### config.mk
export PLATFORM = sky130hd
export DESIGN_NAME = nn_param_sequencer
export DESIGN_NICKNAME = d
export VERILOG_FILES = /design/src/rtl/nn_param_sequencer.sv
export SDC_FILE = /design/constraint.sdc
export NUM_CORES = 1
export LEC_CHECK = 0
export CORE_MARGIN = 2
export CORE_UTILIZATION = 56
export CTS_CLUSTER_SIZE = 16
export DETAILED_ROUTE_END_ITERATION = 7
export PLACE_DENSITY = 0.9
export SKIP_CTS_REPAIR_TIMING = 1
export SLEW_MARGIN = 0
export SYNTH_ARGS = -nofsm -noshare
export SYNTH_HDL_FRONTEND = slang
export SYNTH_SLANG_ARGS = --single-unit
export TNS_END_PERCENT = 1
### constraint.sdc
create_clock -name clk -period 3.5 [get_ports clk]
set_clock_uncertainty 0.15 [all_clocks]
set_input_delay 0.525 -clock clk [delete_from_list [all_inputs] [get_ports clk]]
set_output_delay 0.525 -clock clk [all_outputs]
set_load 0.1 [all_outputs]
### src/rtl/nn_param_sequencer.sv
// ---------------------------------------------------------------------------
// nn_param_sequencer
//
// Byte-stream front end for the 3-layer spiking network core. Host command
// bytes are decoded in the HDR state; the low three header bits select:
//   0..4 : parameter load (W, BETA, TETA, BNF, BNA). Payload bytes are
//          serialized LSB-dibit first onto nn_parameters with the matching
//          chain strobe, truncated to ceil(BITS/2) dibits.
//   5    : input vector load, IN_BYTES bytes, one fifo_inputs_ce per byte.
//   6    : run. The next byte is the step count N; nn_ce pulses N cycles and
//          spikes are accumulated into saturating per-neuron counters.
//   7    : illegal, err pulses and the byte is dropped.
//
// Ports:
//   clk, rst_n                  clock, asynchronous active-low reset
//   in_data/in_valid/in_ready   host byte stream (transfer = valid & ready)
//   nn_parameters               dibit to parameter chains (0 when idle)
//   fifo_*_ce                   parameter chain shift strobes (one-hot)
//   inputs/fifo_inputs_ce       input chain byte and strobe
//   nn_ce                       core timestep enable
//   spikes                      core spike outputs
//   spike_count                 counters, neuron i at [i*CW +: CW]
//   result_valid                counters hold a finished run
//   done/err                    one-cycle completion / illegal header pulses
//   busy                        high whenever not waiting for a header
// ---------------------------------------------------------------------------
module nn_param_sequencer #(
    parameter int W_BITS    = 160,
    parameter int BETA_BITS = 9,
    parameter int TETA_BITS = 15,
    parameter int BNF_BITS  = 48,
    parameter int BNA_BITS  = 60,
    parameter int IN_BYTES  = 4,
    parameter int NUM_OUT   = 4,
    parameter int CW        = 8
) (
    input  logic                  clk,
    input  logic                  rst_n,
    input  logic [7:0]            in_data,
    input  logic                  in_valid,
    output logic                  in_ready,
    output logic [1:0]            nn_parameters,
    output logic                  fifo_w_ce,
    output logic                  fifo_beta_shift_ce,
    output logic                  fifo_minus_teta_ce,
    output logic                  fifo_BN_factor_ce,
    output logic                  fifo_BN_addend_ce,
    output logic [7:0]            inputs,
    output logic                  fifo_inputs_ce,
    output logic                  nn_ce,
    input  logic [NUM_OUT-1:0]    spikes,
    output logic [NUM_OUT*CW-1:0] spike_count,
    output logic                  result_valid,
    output logic                  done,
    output logic                  err,
    output logic                  busy
);

    // Dibit budgets per chain
    localparam logic [15:0] D_W    = 16'((W_BITS + 1) / 2);
    localparam logic [15:0] D_BETA = 16'((BETA_BITS + 1) / 2);
    localparam logic [15:0] D_TETA = 16'((TETA_BITS + 1) / 2);
    localparam logic [15:0] D_BNF  = 16'((BNF_BITS + 1) / 2);
    localparam logic [15:0] D_BNA  = 16'((BNA_BITS + 1) / 2);

    typedef enum logic [2:0] {
        S_HDR,
        S_LOAD,
        S_INP,
        S_RUNCNT,
        S_RUN,
        S_FIN
    } state_t;

    state_t      state_q;
    logic        init_q;      // holds in_ready low until the first clock after reset
    logic [2:0]  tgt_q;       // parameter chain being loaded
    logic [15:0] rem_q;       // dibits still owed to the chain after the one on the bus
    logic [1:0]  left_q;      // dibits of the current byte still to come after the one on the bus
    logic [5:0]  sh_q;        // undelivered dibits of the current byte
    logic [4:0]  pce_q;       // one-hot parameter strobes
    logic [1:0]  par_q;
    logic [7:0]  inp_q;
    logic        inp_ce_q;
    logic [7:0]  in_cnt_q;
    logic [7:0]  steps_q;     // nn_ce cycles remaining after the current one
    logic        nn_ce_q;
    logic        sample_q;    // previous cycle had nn_ce, so spikes are live now
    logic        done_q;
    logic        err_q;
    logic        rv_q;

    logic        rdy;
    logic        xfer;
    logic        cnt_clr;
    logic [15:0] hdr_budget;

    always_comb begin
        case (in_data[2:0])
            3'd0:    hdr_budget = D_W;
            3'd1:    hdr_budget = D_BETA;
            3'd2:    hdr_budget = D_TETA;
            3'd3:    hdr_budget = D_BNF;
            3'd4:    hdr_budget = D_BNA;
            default: hdr_budget = '0;
        endcase
    end

    // During a load a new byte is taken either when the bus is idle or in the
    // last dibit cycle of the current byte, which keeps the strobe gap-free.
    always_comb begin
        case (state_q)
            S_HDR, S_INP, S_RUNCNT: rdy = 1'b1;
            S_LOAD:  rdy = (pce_q == 5'd0) || ((left_q == 2'd0) && (rem_q != 16'd0));
            default: rdy = 1'b0;
        endcase
    end

    assign in_ready = init_q & rdy;
    assign xfer     = in_valid & in_ready;
    assign cnt_clr  = xfer && (state_q == S_RUNCNT);

    always_ff @(posedge clk or negedge rst_n) begin
        if (!rst_n) begin
            state_q  <= S_HDR;
            init_q   <= 1'b0;
            tgt_q    <= 3'd0;
            rem_q    <= 16'd0;
            left_q   <= 2'd0;
            sh_q     <= 6'd0;
            pce_q    <= 5'd0;
            par_q    <= 2'd0;
            inp_q    <= 8'd0;
            inp_ce_q <= 1'b0;
            in_cnt_q <= 8'd0;
            steps_q  <= 8'd0;
            nn_ce_q  <= 1'b0;
            sample_q <= 1'b0;
            done_q   <= 1'b0;
            err_q    <= 1'b0;
            rv_q     <= 1'b0;
        end else begin
            init_q   <= 1'b1;
            done_q   <= 1'b0;
            err_q    <= 1'b0;
            inp_ce_q <= 1'b0;
            inp_q    <= 8'd0;
            sample_q <= nn_ce_q;
            case (state_q)
                S_HDR: begin
                    if (xfer) begin
                        case (in_data[2:0])
                            3'd5: begin
                                in_cnt_q <= 8'd0;
                                state_q  <= S_INP;
                            end
                            3'd6: state_q <= S_RUNCNT;
                            3'd7: err_q <= 1'b1;
                            default: begin
                                tgt_q   <= in_data[2:0];
                                rem_q   <= hdr_budget;
                                state_q <= S_LOAD;
                            end
                        endcase
                    end
                end
                S_LOAD: begin
                    if (xfer) begin
                        pce_q  <= 5'b00001 << tgt_q;
                        par_q  <= in_data[1:0];
                        sh_q   <= in_data[7:2];
                        left_q <= 2'd3;
                        rem_q  <= rem_q - 16'd1;
                    end else if ((pce_q != 5'd0) && (rem_q == 16'd0)) begin
                        // Final dibit is on the bus; surplus dibits are dropped.
                        pce_q   <= 5'd0;
                        par_q   <= 2'd0;
                        done_q  <= 1'b1;
                        state_q <= S_HDR;
                    end else if ((pce_q != 5'd0) && (left_q != 2'd0)) begin
                        par_q  <= sh_q[1:0];
                        sh_q   <= {2'b00, sh_q[5:2]};
                        left_q <= left_q - 2'd1;
                        rem_q  <= rem_q - 16'd1;
                    end else begin
                        pce_q <= 5'd0;
                        par_q <= 2'd0;
                    end
                end
                S_INP: begin
                    if (xfer) begin
                        inp_q    <= in_data;
                        inp_ce_q <= 1'b1;
                        in_cnt_q <= in_cnt_q + 8'd1;
                        if (in_cnt_q == 8'(IN_BYTES - 1)) begin
                            state_q <= S_FIN;
                        end
                    end
                end
                S_FIN: begin
                    done_q  <= 1'b1;
                    state_q <= S_HDR;
                end
                S_RUNCNT: begin
                    if (xfer) begin
                        rv_q    <= 1'b0;
                        nn_ce_q <= (in_data != 8'd0);
                        steps_q <= in_data - 8'd1;
                        state_q <= S_RUN;
                    end
                end
                S_RUN: begin
                    if (nn_ce_q) begin
                        if (steps_q != 8'd0) begin
                            steps_q <= steps_q - 8'd1;
                        end else begin
                            nn_ce_q <= 1'b0;
                        end
                    end else begin
                        // The last spike sample is taken this cycle.
                        done_q  <= 1'b1;
                        rv_q    <= 1'b1;
                        state_q <= S_HDR;
                    end
                end
                default: state_q <= S_HDR;
            endcase
        end
    end

    genvar gi;
    generate
        for (gi = 0; gi < NUM_OUT; gi++) begin : g_cnt
            logic [CW-1:0] cnt_q;
            always_ff @(posedge clk or negedge rst_n) begin
                if (!rst_n) begin
                    cnt_q <= '0;
                end else if (cnt_clr) begin
                    cnt_q <= '0;
                end else if (sample_q && spikes[gi] && (cnt_q != {CW{1'b1}})) begin
                    cnt_q <= cnt_q + CW'(1);
                end
            end
            assign spike_count[gi*CW +: CW] = cnt_q;
        end
    endgenerate

    assign nn_parameters      = par_q;
    assign fifo_w_ce          = pce_q[0];
    assign fifo_beta_shift_ce = pce_q[1];
    assign fifo_minus_teta_ce = pce_q[2];
    assign fifo_BN_factor_ce  = pce_q[3];
    assign fifo_BN_addend_ce  = pce_q[4];
    assign inputs             = inp_q;
    assign fifo_inputs_ce     = inp_ce_q;
    assign nn_ce              = nn_ce_q;
    assign result_valid       = rv_q;
    assign done               = done_q;
    assign err                = err_q;
    assign busy               = (state_q != S_HDR);

endmodule

# Word-level counts from Yosys, hierarchy flattened
# Cells that the tools add are included.
# word_totals
inputBits,15
reg_bits,100
wordCells,173
output_inout_bits,54
# classes
eq_ne,33
n_mux,63
bitwise,3
reduce_logical,43
n_addsub,9
shifts,1
# ops
op,n
$mux 8,16
$mux 16,5
$add 8x1->8 const B,5
$pmux 7 s5,1
$ne 8x8->1 const B,4
$pmux 16 s2,1
$pmux 8 s2,2
$ne 2x2->1 const B,12
$mux 3,7
$eq 3x3->1 const B,6
$mux 6,3
$reduce_bool 2->1,9
$logic_not 16->1,1
$reduce_bool 16->1,1
$reduce_bool 8->1,2
$sub 16x1->16 const B,1
$sub 8x1->8 const B,2
$mux 5,3
$pmux 3 s5,1
$mux 1,13
$eq 3x2->1 const B,4
$logic_and 1x1->1,12
$mux 2,6
$ne 3x3->1 const B,3
22 further kinds,32

# Longest topological paths before layout
# Gate-level depths: netlist (run 1).
# logic_depth
depth_word,8
depth_mapped,10
ltp_nobuf,8

# Worst setup path before layout (run 1)
# No wires, ideal clock.
# synth_path
path_type,reg2out
start,register pce_q[0]
end,output port in_ready
path_slack_ps,-163
t_arrival_ps,2988
required_time_ps,2825
stages_incl_launch_ff,4
path_cell_list,dfrtp_1 -> nor3_1 -> a21oi_1 -> a21oi_1
# synth_via
elab_chain_cells,4
# synth_lines
element,line,source
from (decl),81,logic [4:0] pce_q;
from (signal assigned),169,pce_q <= 5'b00001 << tgt_q;
$logic_not 5->1,114,S_LOAD: rdy = (pce_q == 5'd0) || ((left_q == 2'd0) && (rem_q != 16'd0));
$logic_or 1x1->1,114,
$pmux 1 s2,112,case (state_q)
$and 1x1->1,119,assign in_ready = init_q & rdy;
to (decl),41,"output logic in_ready,"
# No other way between the ends.

# Final worst setup path (run 1)
# layout_path
start,register rem_q[0]
end,output port in_ready
# layout_via
elab_chain_cells,5
# layout_lines
element,line,source
from (decl),78,logic [15:0] rem_q;
from (signal assigned),161,rem_q <= hdr_budget;
from (signal assigned),173,rem_q <= rem_q - 16'd1;
from (signal assigned),184,rem_q <= rem_q - 16'd1;
$reduce_bool 16->1,114,
$logic_and 1x1->1,114,
$logic_or 1x1->1,114,
$pmux 1 s2,112,
$and 1x1->1,119,
# No other way between the ends.

==> results of run 1 <==
worst max-delay path, delay by kind of cell (launching register included):
family | cells | cell delay [ns]
flip-flops | 1 | 0.43
buffers and inverters | 2 | 0.32
AND/OR/NAND/NOR | 3 | 1.14
AO/OA/AOI/OAI | 1 | 0.06
adder cells (fa/ha/maj) | 1 | 0.13
placed cells by master, fill, tap and decap left out, types with 8 or more instances in the layout:
cell / Yosys / layout
buf_4: 2 / 15
xnor2_1: 21 / 21
and3_1: 11 / 11
nor3_1: 31 / 31
clkbuf_8: 0 / 9
nand4_1: 8 / 8
nor2_1: 75 / 74
clkdlybuf4s50_1: 0 / 62
dfrtp_1: 100 / 100
nand2_1: 32 / 32
a21o_1: 9 / 9
o21ai_0: 32 / 32
a21oi_1: 33 / 32
nor4_1: 9 / 9
inv_1: 21 / 21
xor2_1: 9 / 9
ha_1: 9 / 9
nand3_1: 14 / 14
a22o_1: 9 / 9
mux2i_1: 9 / 9
through the flow:
stage / cells / utilization / power, mW
after floorplan: 565 / - / 4.54
after global placement: 726 / 0.659 / 5.23
after detailed placement: 726 / 0.659 / 5.37
after CTS: 741 / 0.681 / 6.14
after global routing: 742 / 0.682 / 6.53
final: 742 / 0.682 / 6.16
layer usage:
layer	up-vias	part of all wire
met4	0	0.028
met1	2232	0.43
met2	229	0.48
li1	2177	-
met5	-	0
met3	45	0.067
how the worst max path moves through the flow:
stage / endpoint / depth (start not counted)
after detailed placement: rem_q[8]$_DFFE_PN0P_ / 7
after global routing: in_ready / 7
after CTS: in_ready / 7
after floorplan: in_ready / 3
final: in_ready / 7
after global placement: pce_q[4]$_DFFE_PN0P_ / 7
cells by family (layout without fill, tap and decap cells):
kind of cell               count (synthesis)  after routing  share of synthesized area
AOI/OAI and AO/OA                        140            140                      0.180
xor gates and xnor gates                  30             30                     0.0496
adders and majority gates                  9              9                     0.0212
buffers and inverters                     48            114                     0.0368
DFF                                      100            100                      0.472
muxes                                     13             13                     0.0255
other                                      1              1                   0.000707
and+or+nand+nor                          224            224                      0.215
power by group:
| part | internal (mW) | switching [mW] |
|---|---|---|
| Sequential | 1.53 | 0.461 |
| Clock | 0.336 | 0.419 |
| Combinational | 1.01 | 2.40 |
flip-flops by register name, summed over array words and instances, names as in the netlist, 2 cells and up:
register	flops
left_q	2
sh_q	6
steps_q	8
state_q	3
inputs	8
tgt_q	3
in_cnt_q	8
pce_q	5
nn_parameters	2
rem_q	16
g_cnt.cnt_q	32
area by class of cell:
| cell class | instances | area share |
|---|---|---|
| Timing Repair Buffer | 78 | 0.119 |
| Inverter | 21 | 0.0126 |
| Tap cell | 111 | 0.0222 |
| Clock buffer | 9 | 0.0198 |
| Sequential cell | 100 | 0.399 |
| Multi-Input combinational cell | 417 | 0.416 |
| Clock inverter | 6 | 0.0116 |
==> reports/qor.yml, run 1 <==
sta:
  hold_ws_ns: 0.285
  min_period_over_period: 0.894
  setup_viol: 0
  finalMaxSlewViolations: 0
  setup_ws_ns: 0.370
  period_minus_slack_ns: 3.13
  hold_viol_final: 0
  tns_ns: 0
  clock.fmax_ghz: 0.319
  grt_setup_unrepaired: "no"
  slew_headroom: 0.338
  tightestPinTransition_ns: 0.990
yosys:
  synth_cell_type_count: 59
  post-synth-top-area-cell: "dfrtp_1"
  syn_area_per_cell_um2: 9.38
  synthArstFlopShare: 1.00
  yosysSeqAreaShare: 0.472
  synth_warnings: 0
  synth_nets: 589
  ys_ff_latch: 100
  yosys-top-cells-area: "dfrtp_1 (47%), nor2_1 (5.3%), xnor2_1 (3.5%), a21oi_1 (3.1%), o21ai_0 (3.0%)"
  yosys.area.top_type_share: 0.472
  synth.cell_area_um2: 5300
  ys.flop_type: "dfrtp_1"
  synth_commonest_cells: "dfrtp_1 (100), nor2_1 (75), a21oi_1 (33)"
  synth_most_common_cell: "dfrtp_1"
  synth-edff-count: 0
  syn_inst: 565
global_routing:
  grt_max_degree: 40
  grt_pass1_wl_um: 21300
  first_global_vias: 4504
  use_met3: 0.0449
  met1_usage: 0.342
  grt.total_usage: 0.261
  overflow: 0
  antenna_found_initial: 0
  grt-busiest-layer: "met2"
  grt_util_met2: 0.432
cells_and_area:
  nets: 651
  area_delta_synth_final_pct: 18.3
  multi_input_area_um2: 2610
  diodes: 0
  drive_gt1_frac: 0.0808
  nFillCells: 698
  layout.area.seq_um2: 2500
  finish.instance_area_um2: 6270
setup_path:
  rr_endpoint: "nn_parameters[0]$_DFFE_PN0P_"
  path_cells: "inv_1, ha_1, or4b_1, or4_4, nand2_1, a21oi_2, buf_4"
  arrival_ns: 2.46
  startpoint_type: "flop"
  cpMaxStageDelayCell: "or4_4"
  timing_worst_setup_path_type: "reg2out"
  r2r_cells: 7
  endpoint_kind: "output pin"
  crit_required_ns: 2.82
  critical_path.max_fanout: 5
  crit_start: "rem_q[0]$_DFFE_PN0P_"
  regToRegStartpoint: "rem_q[0]$_DFFE_PN0P_"
  cpPeakStageDelay_ns: 0.55
  reg2reg_slack_ns: 0.57
floorplan:
  rows: 35
  ios: 69
  dieArea_um2: 10300
  initial_utilization: 0.576
  core_area_um2: 9200
  die_y_um: 101
  die_w_um: 101
route:
  drt_iter0_drc: 279
  via_per_inst: 6.31
  drcViolationCount: 0
  vias: 4683
  wirelength_um: 12800
  routedWlPerCell_um: 17.2
  ant_nets: 0
  drt_pass1_iterations: 8
power:
  p_leak_nw: 2.77
  p_per_area_nw_per_um2: 982
  ir_worst_vdd_v: 0.000797
placement:
  placed_area_um2: 6060
  gp_congestion: 1.01
  hpwl_um: 9120
  portBuffers: 68
  dp_slack_ns: 0.605
clock_network:
  cts_buffers: 9
  cts_tree: "yes"
  insertion_delay_ns: 0.37
  clkTransAtPathRegs_ns: 0.10
  clk_path_buf_depth: 2
  root_buffer: "clkbuf_8"
  htreeDepth: 3
  cts_sinks: 100
hold_path:
  hold_path_startpoint: "nn_ce$_DFFE_PN0P_"
  holdPathStages: 0
  whs_endpoint: "sample_q$_DFF_PN0_"
  min_path_type: "reg2reg"
run_status:
  status: "complete, no violations"
run:
  max-cap-violations: 0
Power figures use the tool's default switching activity.
==> run 2, diff against run 1 <==
--- a/config.mk
+++ b/config.mk
@@ -15,4 +15,3 @@
 export SYNTH_ARGS = -nofsm -noshare
 export SYNTH_HDL_FRONTEND = slang
 export SYNTH_SLANG_ARGS = --single-unit
-export TNS_END_PERCENT = 1
==> results of run 2 <==
No change in the layout: final DEF, timing and power equal those of run 1.
==> RTL change, RTL diff (settings of run 1) <==
Put one more register stage on the output `spike_count`. The value now appears one clock later. The other outputs are not delayed to match.
--- a/src/rtl/nn_param_sequencer.sv
+++ b/src/rtl/nn_param_sequencer.sv
@@ -72,6 +72,8 @@
         S_FIN
     } state_t;
 
+    logic [NUM_OUT*CW-1:0] spike_count_d;
+
     state_t      state_q;
     logic        init_q;      // holds in_ready low until the first clock after reset
     logic [2:0]  tgt_q;       // parameter chain being loaded
@@ -241,7 +243,7 @@
                     cnt_q <= cnt_q + CW'(1);
                 end
             end
-            assign spike_count[gi*CW +: CW] = cnt_q;
+            assign spike_count_d[gi*CW +: CW] = cnt_q;
         end
     endgenerate
 
@@ -259,5 +261,9 @@
     assign err                = err_q;
     assign busy               = (state_q != S_HDR);
 
+    always_ff @(posedge clk) begin
+        spike_count <= spike_count_d;
+    end
+
 endmodule
 
Behaviour: not the same (a bounded check fails within 10 cycles, from zero or initial values and one cycle with rst_n low).
==> RTL change against run 1 <==
Total power increased by 19%. Sequential cell count increased by 32. Sequential power increased by 23%. Area after synthesis increased by 12%. Routed wire length increased by 15%. Synthesized cell count increased by 5.7%. Cell area increased by 18%. Critical path type unchanged. Utilization increased by 3.7 points. Critical path depth decreased by 1. Setup slack got worse by 0.25 ns. Largest power group unchanged. Via count increased by 7.5%. Die area increased by 12%. Register-to-register slack improved by 0.10 ns. Combinational power decreased by 9.6%.
==> RTL change: results <==
yosys:
  syn_inst: 597
  synth_fa_ha_area_share_pct: 1.89
  synthXorXnorAreaFrac_pct: 5.14
  async_flop_share_pct: 75.8
  synth.yosys.seq_area_share_pct: 52.7
  synth_nets: 621
  synthTopCellsByCount: "dfrtp_1 (100), nor2_1 (78), nand2_1 (41), dfxtp_1 (32), and3_1 (24)"
  synth-compound-area-share_pct: 13.9
  muxShareOfSynthArea_pct: 2.04
  synth_cell_types: 70
routing:
  avgRoutedWirePerCell_um: 17.9
  drt-total-wl_um: 14700
  firstDrtPassIters: 5
  viasPerCell: 6.16
  drtIter0Drc: 554
critical_path:
  path_class: "reg2out"
  rr_worst_depth: 5
  path_max_fanout: 7
  cp_slowest_stage_delay_ns: 0.57
  rr_endpoint: "nn_parameters[1]"
  timing.reg2reg.setup_slack_ns: 0.67
  critical_path_arrival_ns: 2.71
cells_and_area:
  nets: 693
  antennaDiodeCount: 0
  drive_gt1_share_pct: 10.9
  largestRegisters: "g_cnt.cnt_q (32), spike_count (32), rem_q (16)"
power_and_ir_drop:
  combinationalPowerShare_pct: 42.0
  power_density_nw_per_um2: 991
  ir_drop_uv: 762
  clock_power_uw: 1810
  p_leak_uw: 0.00324
  internal-power_uw: 4000
min_path:
  hold_end: "spike_count[31]"
  worstHoldStart: "g_cnt[3].cnt_q[7]"
status:
  status: "finished clean"
clock_network:
  cts-buffers-inserted: 17
  clock-root-buffer: "clkbuf_8"
  cts_max_level: 4
  clk_latency_ns: 0.52
  clkTransAtPathRegs_ns: 0.07
  clock_path_buffers: 2
sta:
  whs_ns: 0.268
  worstMarginPinSlew_ns: 1.00
  fin_ws_ns: 0.116
global_routing:
  grt_pass1_wl_um: 24500
  grt_pass1_vias: 5016
  grt.total_usage_pct: 27.3
placement:
  gp_congestion: 0.918
  dp_hpwl_um: 9390
  place_area_sq_um: 6810
  post-place-ws_ns: 0.560
  dp_cells: 785
[RTL change: cell types whose count changed after synthesis, sizes merged, moves of 9 or more]
cell   change
a21oi     -14
and3      +13
dfxtp     +32
nand2      +9
nor3      -12
[RTL change: layout make-up]
class / instances / area, sq um
Inverter: 19 / 71.3
Tap cell: 136 / 170
Sequential cell: 132 / 3140
Clock buffer: 18 / 439
Multi-Input combinational cell: 417 / 2650
Clock inverter: 14 / 161
Fill cell: 684 / 2900
Timing Repair Buffer: 82 / 783
[RTL change: layer usage]
| metal | up-vias | part of all wire (%) | GRT usage, % |
|---|---|---|---|
| met5 | - | 0 | 0 |
| met4 | 0 | 2.0 | 10.9 |
| met3 | 41 | 6.6 | 6.08 |
| met2 | 260 | 50 | 44.4 |
| met1 | 2439 | 41 | 35.5 |
| li1 | 2296 | - | - |
[RTL change: worst reg2reg max path, delay by kind of cell, from the launching register on]
family           cells  cell delay, ns
AND/OR/NAND/NOR      2            1.07
AO/OA/AOI/OAI        3            1.01
flip-flops           1            0.43
